<file path="config.mk">
export PLATFORM = sky130hd
export DESIGN_NAME = z_store_scheduler
export DESIGN_NICKNAME = d
export VERILOG_FILES = /design/src/rtl/accelerator_package.sv /design/src/rtl/z_store_addr_gen.sv /design/src/rtl/z_store_scheduler.sv
export SDC_FILE = /design/constraint.sdc
export NUM_CORES = 1
export LEC_CHECK = 0
export CAP_MARGIN = 20
export CELL_PAD_IN_SITES_DETAIL_PLACEMENT = 0
export CELL_PAD_IN_SITES_GLOBAL_PLACEMENT = 2
export CORE_UTILIZATION = 36
export CTS_CLUSTER_SIZE = 30
export DETAILED_ROUTE_END_ITERATION = 8
export MAX_ROUTING_LAYER = met4
export PLACE_DENSITY = 0.93
export SYNTH_ARGS = -nofsm -noshare
export SYNTH_HDL_FRONTEND = slang
export SYNTH_SLANG_ARGS = --single-unit
export TNS_END_PERCENT = 20
</file>
<file path="constraint.sdc">
create_clock -name clk_i -period 9 [get_ports clk_i]
set_input_delay 2.7 -clock clk_i [delete_from_list [all_inputs] [get_ports clk_i]]
set_output_delay 2.7 -clock clk_i [all_outputs]
set_load 0.05 [all_outputs]
</file>
<file path="src/rtl/accelerator_package.sv">
// Shared accelerator types: Z job descriptor plus the Z store scheduler's
// state enum, sink command struct and default element size.
package accelerator_package;

    typedef struct packed {
        logic [31:0] base_address;
        logic [15:0] y_columns;
        logic [15:0] y_row_iters;
        logic [15:0] x_rows;
    } Z_param_t;

    typedef enum logic [2:0] {
        IDLE,
        LOAD,
        ISSUE,
        DRAIN,
        DONE
    } z_sched_state_e;

    typedef struct packed {
        logic [31:0] addr;
        logic [15:0] len;
    } z_sink_cmd_t;

    localparam int Z_SCHED_ELEM_BYTES = 4;

endpackage

</file>
<file path="src/rtl/z_store_addr_gen.sv">
// Pass/row walker for Z stores: pass-outer, row-inner, addresses kept by
// running adders so no multiplier sits on the per-command path.
module z_store_addr_gen
    import accelerator_package::*;
#(
    parameter int ELEM_BYTES = Z_SCHED_ELEM_BYTES,
    parameter int CNT_W      = 16
) (
    input  logic        clk_i,
    input  logic        clear_i,
    input  logic        load_i,
    input  Z_param_t    params_i,
    input  logic        advance_i,
    output z_sink_cmd_t cmd_o,
    output logic        last_o
);

    localparam int SHIFT = $clog2(ELEM_BYTES);

    logic [CNT_W-1:0] pass_q, row_q, pass_last_q, row_last_q;
    logic [31:0]      row_stride_q, pass_step_q, pass_base_q, addr_q;
    logic [15:0]      len_q;
    logic [31:0]      row_stride_d, pass_step_d;

    // The only multiply happens once per job, in LOAD.
    assign row_stride_d = (32'(params_i.y_columns) * 32'(params_i.y_row_iters)) << SHIFT;
    assign pass_step_d  = 32'(params_i.y_columns) << SHIFT;

    always_ff @(posedge clk_i) begin
        if (clear_i) begin
            pass_q       <= '0;
            row_q        <= '0;
            pass_last_q  <= '0;
            row_last_q   <= '0;
            row_stride_q <= '0;
            pass_step_q  <= '0;
            pass_base_q  <= '0;
            addr_q       <= '0;
            len_q        <= '0;
        end else if (load_i) begin
            pass_q       <= '0;
            row_q        <= '0;
            pass_last_q  <= CNT_W'(params_i.y_row_iters - 16'd1);
            row_last_q   <= CNT_W'(params_i.x_rows - 16'd1);
            row_stride_q <= row_stride_d;
            pass_step_q  <= pass_step_d;
            pass_base_q  <= params_i.base_address;
            addr_q       <= params_i.base_address;
            len_q        <= params_i.y_columns;
        end else if (advance_i) begin
            if (row_q == row_last_q) begin
                row_q       <= '0;
                pass_q      <= pass_q + 1'b1;
                pass_base_q <= pass_base_q + pass_step_q;
                addr_q      <= pass_base_q + pass_step_q;
            end else begin
                row_q  <= row_q + 1'b1;
                addr_q <= addr_q + row_stride_q;
            end
        end
    end

    assign last_o = (row_q == row_last_q) && (pass_q == pass_last_q);
    assign cmd_o  = '{addr: addr_q, len: len_q};

endmodule

</file>
<file path="src/rtl/z_store_scheduler.sv">
// Z store scheduler: issues one sink command per output row-chunk and waits
// for sink completions. Z_STORE_SCHEDULER_PERF_EN adds a stall counter.
module z_store_scheduler
    import accelerator_package::*;
#(
    parameter int ELEM_BYTES      = Z_SCHED_ELEM_BYTES,
    parameter int MAX_OUTSTANDING = 4,
    parameter int CNT_W           = 16
) (
    input  logic        clk_i,
    input  logic        clear_i,
    input  logic        start_i,
    input  Z_param_t    params_i,
    output logic        busy_o,
    output logic        done_o,
    output logic        cmd_valid_o,
    input  logic        cmd_ready_i,
    output logic [31:0] cmd_addr_o,
    output logic [15:0] cmd_len_o,
    input  logic        sink_done_i,
    output logic [31:0] stall_cycles_o
);

    localparam logic [CNT_W-1:0] MAX_OUT = CNT_W'(MAX_OUTSTANDING);

    z_sched_state_e   state_q, state_d;
    logic [CNT_W-1:0] outstanding_q;
    z_sink_cmd_t      cmd;
    logic             last, xfer, sink_ok, zero_dim;

    assign zero_dim = (params_i.x_rows == '0) || (params_i.y_columns == '0) ||
                      (params_i.y_row_iters == '0);
    assign xfer     = cmd_valid_o && cmd_ready_i;
    // Completions with nothing in flight are dropped.
    assign sink_ok  = sink_done_i && (outstanding_q != '0);

    z_store_addr_gen #(
        .ELEM_BYTES (ELEM_BYTES),
        .CNT_W      (CNT_W)
    ) u_addr_gen (
        .clk_i     (clk_i),
        .clear_i   (clear_i),
        .load_i    (state_q == LOAD),
        .params_i  (params_i),
        .advance_i (xfer),
        .cmd_o     (cmd),
        .last_o    (last)
    );

    always_ff @(posedge clk_i) begin
        if (clear_i) state_q <= IDLE;
        else         state_q <= state_d;
    end

    always_comb begin
        state_d = state_q;
        unique case (state_q)
            IDLE:    if (start_i) state_d = LOAD;
            LOAD:    state_d = zero_dim ? DONE : ISSUE;
            ISSUE:   if (xfer && last) state_d = DRAIN;
            DRAIN:   if (outstanding_q == '0 ||
                         (outstanding_q == CNT_W'(1) && sink_ok)) state_d = DONE;
            DONE:    state_d = IDLE;
            default: state_d = IDLE;
        endcase
    end

    always_comb begin
        busy_o      = (state_q != IDLE);
        done_o      = (state_q == DONE);
        cmd_valid_o = (state_q == ISSUE) && (outstanding_q < MAX_OUT);
    end

    assign cmd_addr_o = cmd.addr;
    assign cmd_len_o  = cmd.len;

    always_ff @(posedge clk_i) begin
        if (clear_i)               outstanding_q <= '0;
        else if (xfer && !sink_ok) outstanding_q <= outstanding_q + 1'b1;
        else if (!xfer && sink_ok) outstanding_q <= outstanding_q - 1'b1;
    end

    assert property (@(posedge clk_i) disable iff (clear_i)
                     !(sink_done_i && outstanding_q == '0))
        else $error("sink_done_i with no outstanding writes");

`ifdef Z_STORE_SCHEDULER_PERF_EN
    logic [31:0] stall_q;

    always_ff @(posedge clk_i) begin
        if (clear_i)                                   stall_q <= '0;
        else if (state_q == IDLE && start_i)           stall_q <= '0;
        else if (cmd_valid_o && !cmd_ready_i && stall_q != '1)
                                                       stall_q <= stall_q + 1'b1;
    end

    assign stall_cycles_o = stall_q;
`else
    assign stall_cycles_o = '0;
`endif

endmodule

</file>
==> reports/metrics.yaml, run 1 <==
outcome: "finished, final reports clean"
tightest_slew_ns: 1.01
clock_sinks: 193
synth_area_leaders: "fa_1 20%, dfxtp_1 19%, ha_1 9.2%"
leakagePower_nw: 10.0
synth-main-ff-cell: "dfxtp_1"
yosysMostFrequentCell: "nand2_1"
n_fill_cell: 5489
crit_buf_inv: 5
syn-cell-area_um2: 19900
start_util_pct: 36.7
rsz0062_at_grt: "false"
post-dp-hpwl_um: 46300
cp-end-kind: "flip-flop"
post_cts_buffers: 0
die_x_um: 237
fin_ws_ns: 0.459
netlist_top_cells_count: "310 x nand2_1, 272 x inv_1, 195 x fa_1, 195 x nor2_1, 193 x dfxtp_1"
finalPower_mw: 7.27
maxSlewHeadroom_pct: 32.3
swShare_pct: 50.6
numPortBuffers: 135
cts_hold_buf: 0
crit_family: "adder cells"
fp-row-count: 85
cts_resized: 0
core-area_um2: 54200
cts_buffers: 17
avgSynthCellArea_um2: 8.11
synth_cell_types: 69
antenna_found_initial: 0
grt_pass1_vias: 17559
power_frac_clock_pct: 10.8
grt_max_degree: 89
cts.path.max_buffers: 2
dieHeight_um: 237
hold_path.class: "flip-flop to flip-flop"
post-route-util_pct: 42.0
fin_skew_ns: 0.0254
p_per_area_nw_per_um2: 319
cts_tree: "built"
multi_input_area_um2: 14400
antenna_cells: 0
root_buffer: "clkbuf_16"
grt_overflow: 0
vias: 17237
synth_top_area_share_pct: 19.6
critPathRequiredTime_ns: 9.38
synth-edff-count: 0
cpMostUsedCell: "fa_1"
vias_per_cell: 5.28
yosys_register_bits: 193
slew_viol_final: 0
arrival_ns: 8.92
ant_nets: 0
cts_max_level: 4
clk_pin_slew_worst_paths_ns: 0.08
yosysSeqAreaShare_pct: 19.4
crit_slowest_cell: "clkdlybuf4s50_1"
dieArea_um2: 56300
start_kind: "input pin"
min_period_ns: 8.54
comb_power_share_pct: 73.6
p_int_mw: 3.60
fmax_mhz: 117
regArea_um2: 3860
p_sw_mw: 3.68
ios: 168
syn_inst: 2456
wirelength_um: 59500
async_flop_share_pct: 0
wl_per_cell_um: 18.2
grt_pass1_wl_um: 95800
pre_cts_slack_ns: -0.00856
hold_ws_ns: 0.464
gp_congestion: 0.925
fin_nets: 2979
crit_path_max_incr_delay_ns: 0.68
path_cells: "clkdlybuf4s50_1 > and2_1 > fa_1 > inv_1 > fa_1 > fa_1 > inv_1 > fa_1 > fa_1 > inv_1 > fa_1 > inv_1 > ha_1 > and2_1 > and3_1 > nand3_1 > o211ai_1 > a31oi_1 > o21ai_0 > or4b_1 > a31oi_1"
drive_gt1_share_pct: 4.68
cap_violations: 0
fin_crit_sh_pct: 94.9
setup_viol: 0
path_class: "input pin to flip-flop"
seqPwrFrac_pct: 15.6
setup_tns_ns: 0
drcViolationCount: 0
drtIter0Drc: 932
area_growth_pct: 14.5
hold_violations: 0
grtUsageTotal_pct: 22.2
cp_max_fo: 9
worst_skew_pair.late_latency_ns: 0.46
yosys_warnings: 0
yosysTopAreaCell: "fa_1"
peakVddDrop_v: 0.000393
drt_first_pass_iters: 5
-- path summary, 6_finish.rpt --
| check | cells after the start | endpoint | slack [ns] | start |
|---|---|---|---|---|
| worst min-delay path | 2 | u_addr_gen.pass_base_q[1] | 0.46 | u_addr_gen.pass_base_q[1] |
| worst max register to register | 15 | outstanding_q[14] | 4.82 | outstanding_q[10] |
| worst max-delay path | 21 | u_addr_gen.row_stride_q[31] | 0.46 | params_i[40] |
| worst min register to register | 2 | u_addr_gen.pass_base_q[1] | 0.46 | u_addr_gen.pass_base_q[1] |
-- stage by stage --
stage | cells | area, µm²
detailed placement | 3230 | 22200
global route | 3262 | 22800
CTS | 3262 | 22800
finish | 3262 | 22800
global placement | 3230 | 22200
floorplan | 2487 | 20000
-- placed cells by master (no fill, tap or decap), types with 7 or more instances in the layout --
cell / netlist / final
nand2_1: 310 / 310
inv_1: 272 / 272
fa_1: 195 / 195
nor2_1: 195 / 193
dfxtp_1: 193 / 193
a21oi_1: 149 / 149
ha_1: 146 / 146
clkdlybuf4s50_1: 0 / 134
and2_1: 133 / 133
xnor2_1: 97 / 97
xor2_1: 80 / 80
o21ai_0: 80 / 80
buf_4: 32 / 65
a211oi_1: 56 / 56
nand3_1: 40 / 39
a21o_1: 35 / 35
conb_1: 1 / 32
nor3_1: 30 / 30
nand4_1: 28 / 28
or3_1: 26 / 26
nor4_1: 21 / 21
a311oi_1: 19 / 19
clkbuf_16: 0 / 17
and3_1: 16 / 16
a31oi_1: 14 / 14
o211ai_1: 14 / 14
nor2b_1: 12 / 12
nand2b_1: 11 / 11
mux2i_1: 10 / 10
o31ai_1: 9 / 9
o21a_1: 8 / 8
o21bai_1: 8 / 8
buf_12: 0 / 8
a22o_1: 7 / 7
-- flip-flops by register name (all words and copies together) (netlist names) --
register,cells
outstanding_q,16
u_addr_gen.pass_last_q,16
state_q,3
u_addr_gen.row_stride_q,30
u_addr_gen.pass_q,16
u_addr_gen.row_q,16
u_addr_gen.pass_base_q,32
u_addr_gen.row_last_q,16
u_addr_gen.pass_step_q,16
u_addr_gen.addr_q,32
-- layer usage --
metal  vias to the layer above  GRT usage [%]  wire [µm]
met4                         0           6.57       1420
met5                         -              -          0
met2                       442           36.7      28100
li1                       8250              -          -
met1                      8459           28.6      27400
met3                        86           2.35       2500
-- worst reg2reg max path, stage by stage, from the launching register on --
cell,delay (ns)
dfxtp_1,0.37
or2_2,0.32
nor4_1,0.32
and4_4,0.35
nand4_4,0.10
buf_4,0.28
clkinv_1,0.10
buf_4,0.30
ha_1,0.67
nand2_1,0.16
nor2_1,0.18
a41oi_1,0.17
nor2_1,0.11
o21ai_0,0.15
or3_1,0.39
a21oi_1,0.14
-- cells by family (layout without fill, tap and decap cells) --
logic type	count (synthesis)	after routing	synth area share, %
multiplexers	10	10	0.503
AO/OA/AOI/OAI	452	452	14.6
AND/OR/NAND/NOR	849	849	20.2
other	1	32	0.0188
flip-flops	193	193	19.4
adder cells (fa/ha/maj)	341	341	28.8
XOR/XNOR	177	177	7.78
buffers and inverters	433	512	8.78
-- final cells by class --
cell class / instances / area share (%)
multi-input cells: 1861 / 63.3
inverters: 273 / 4.49
repair buffers: 207 / 8.73
clock buffers: 17 / 1.87
flip-flops and latches: 193 / 16.9
well taps: 696 / 3.82
clock inverters: 15 / 0.812
-- power groups by stage --
stage,Clock (mW),Sequential [mW],Combinational [mW]
5_1_grt,0.839,1.15,5.98
6_report,0.788,1.14,5.35
3_3_place_gp,0,1.15,5.25
4_1_cts,0.805,1.13,5.33
2_1_floorplan,0,1.18,3.67
3_5_place_dp,0,1.15,5.29
(Power assumes the default switching activity.)
==> run 2, diff against run 1 <==
--- a/config.mk
+++ b/config.mk
@@ -13,6 +13,7 @@
 export DETAILED_ROUTE_END_ITERATION = 8
 export MAX_ROUTING_LAYER = met4
 export PLACE_DENSITY = 0.93
+export REMOVE_ABC_BUFFERS = 1
 export SYNTH_ARGS = -nofsm -noshare
 export SYNTH_HDL_FRONTEND = slang
 export SYNTH_SLANG_ARGS = --single-unit
==> run 2 against run 1 <==
Effect of this change:
- sequential power about the same
- design area fell by 0.40%
- highest routed layer unchanged
- wire length fell by 3.6%
- setup slack worse by 0.046 ns
- final cell count is 0.18% lower
- fmax is 0.53% lower
- die area is the same
- utilization decreased by 0.17 points
- non-clock buffer count decreased by 4
- worst hold slack got worse by 0.0032 ns
- via count is 1.3% lower
- clock power shrank 9.4%
==> reports/metrics.yaml, run 2 (synthesis gave the netlist of run 1 again) <==
cp-end-kind: "flip-flop"  # unchanged
cts_resized: 0  # unchanged
clk_pin_slew_worst_paths_ns: 0.07  # was 0.08 ns
rsz0062_at_grt: "false"  # unchanged
grtUsageTotal_pct: 21.4  # was 22.2%
fin_skew_ns: 0.0104  # was 0.0254 ns
vias: 17021  # was 17237
hold_path.class: "flip-flop to flip-flop"  # unchanged
fmax_mhz: 116  # was 117 MHz
p_per_area_nw_per_um2: 309  # was 319 nW/µm²
fin_nets: 2975  # was 2979
hold_violations: 0  # unchanged
grt_overflow: 0  # unchanged
maxSlewHeadroom_pct: 34.8  # was 32.3%
final_common_cell: "nand2_1"  # unchanged
clock_sinks: 193  # unchanged
dieArea_um2: 56300  # unchanged
vias_per_cell: 5.23  # was 5.28
path_class: "input pin to flip-flop"  # unchanged
min_period_ns: 8.59  # was 8.54 ns
drt_first_pass_iters: 5  # unchanged
top_regs: "u_addr_gen.addr_q: 32 flops, u_addr_gen.pass_base_q: 32 flops, u_addr_gen.row_stride_q: 30 flops"  # unchanged
cap_violations: 0  # unchanged
most-common-layout-cells: "310 x nand2_1, 272 x inv_1, 195 x fa_1"  # unchanged
grt_pass1_wl_um: 92700  # was 95800 µm
wl_per_cell_um: 17.6  # was 18.2 µm
start_util_pct: 36.7  # unchanged
dieHeight_um: 237  # unchanged
setup_viol: 0  # unchanged
cts_max_level: 4  # unchanged
outcome: "finished, final reports clean"  # unchanged
numPortBuffers: 135  # unchanged
worst_skew_pair.late_latency_ns: 0.46  # about the same
critPathRequiredTime_ns: 9.35  # was 9.38 ns
cts_buffers: 17  # unchanged
post-dp-hpwl_um: 44700  # was 46300 µm
drtIter0Drc: 1013  # was 932
fp-row-count: 85  # unchanged
ios: 168  # unchanged
n_fill_cell: 5549  # was 5489
root_buffer: "clkbuf_16"  # unchanged
cts.path.max_buffers: 2  # unchanged
tightest_slew_ns: 0.978  # was 1.01 ns
arrival_ns: 8.93  # was 8.92 ns
cts_hold_buf: 0  # unchanged
setup_tns_ns: 0  # unchanged
die_x_um: 237  # unchanged
wirelength_um: 57300  # was 59500 µm
ant_nets: 0  # unchanged
leakagePower_nw: 9.97  # was 10.0 nW
start_kind: "input pin"  # unchanged
grt_pass1_vias: 17101  # was 17559
hold_ws_ns: 0.461  # was 0.464 ns
cts_tree: "built"  # unchanged
peakVddDrop_v: 0.000378  # was 0.000393 V
fin_crit_sh_pct: 95.4  # was 94.9%
cp_max_fo: 10  # was 9
core-area_um2: 54200  # unchanged
drive_gt1_share_pct: 4.38  # was 4.68%
slew_viol_final: 0  # unchanged
grt_max_degree: 88  # was 89
drcViolationCount: 0  # unchanged
post_cts_buffers: 0  # unchanged
placed_cell_area_um2: 22200  # about the same
finish.instance_area_um2: 22700  # was 22800 µm²
antenna_found_initial: 1  # was 0
area_growth_pct: 14.0  # was 14.5%
gp_congestion: 0.937  # was 0.925
-- run 2: worst max-delay path, cell delays in order --
cell and delay, ns:
clkdlybuf4s50_1 0.63, and2_1 0.30, fa_1 0.50, inv_1 0.05, fa_1 0.45, fa_1 0.53, inv_1 0.06, fa_1 0.49
fa_1 0.50, inv_1 0.06, fa_1 0.47, inv_1 0.04, ha_1 0.34, and2_1 0.18, and3_1 0.18, nand3_1 0.09
or4_1 0.43, a21oi_1 0.21, o22ai_1 0.18, o21ai_0 0.22, xor2_1 0.10, a22o_1 0.20
-- run 2: final timing paths --
path / startpoint / end / depth (start not counted) / slack (ns)
setup reg to reg: outstanding_q[9] / outstanding_q[14] / 15 / 4.62
hold / removal: u_addr_gen.pass_base_q[1] / u_addr_gen.pass_base_q[1] / 2 / 0.46
setup / recovery: params_i[21] / u_addr_gen.row_stride_q[30] / 22 / 0.41
hold reg to reg: u_addr_gen.pass_base_q[1] / u_addr_gen.pass_base_q[1] / 2 / 0.46
-- run 2: stage by stage --
stage	total power, mW	setup slack [ns]	instances	utilization [%]
2_1_floorplan	4.81	1.03	2327	-
3_3_place_gp	6.22	0.0893	3225	40.8
3_5_place_dp	6.30	-0.0345	3225	40.8
4_1_cts	7.05	0.448	3254	41.8
5_1_grt	7.75	0.166	3256	41.9
6_report	7.02	0.413	3256	41.9
-- run 2: layer usage --
layer | wire length (µm) | GRT usage, % | up-vias | share of wire (%)
li1 | - | - | 8238 | -
met3 | 2780 | 2.60 | 89 | 4.9
met4 | 1610 | 7.59 | 0 | 2.8
met1 | 26800 | 28.4 | 8264 | 47
met5 | 0 | - | - | 0
met2 | 26100 | 33.4 | 430 | 46
-- run 2: area by class of cell --
type	instances	area, µm²	area share (%)
diodes	1	2.50	0.0110
clock buffers	21	470	2.07
clock inverters	8	57.6	0.253
inverters	273	1020	4.51
multi-input cells	1861	14400	63.6
flip-flops and latches	193	3860	17.0
well taps	696	871	3.83
repair buffers	203	1980	8.72
-- run 2: power by group --
group	switching (mW)	internal [mW]	leakage, nW
combinational	2.99	2.20	8.15
sequential	0.141	0.983	1.58
clock	0.343	0.371	0.249
total	3.47	3.55	9.97
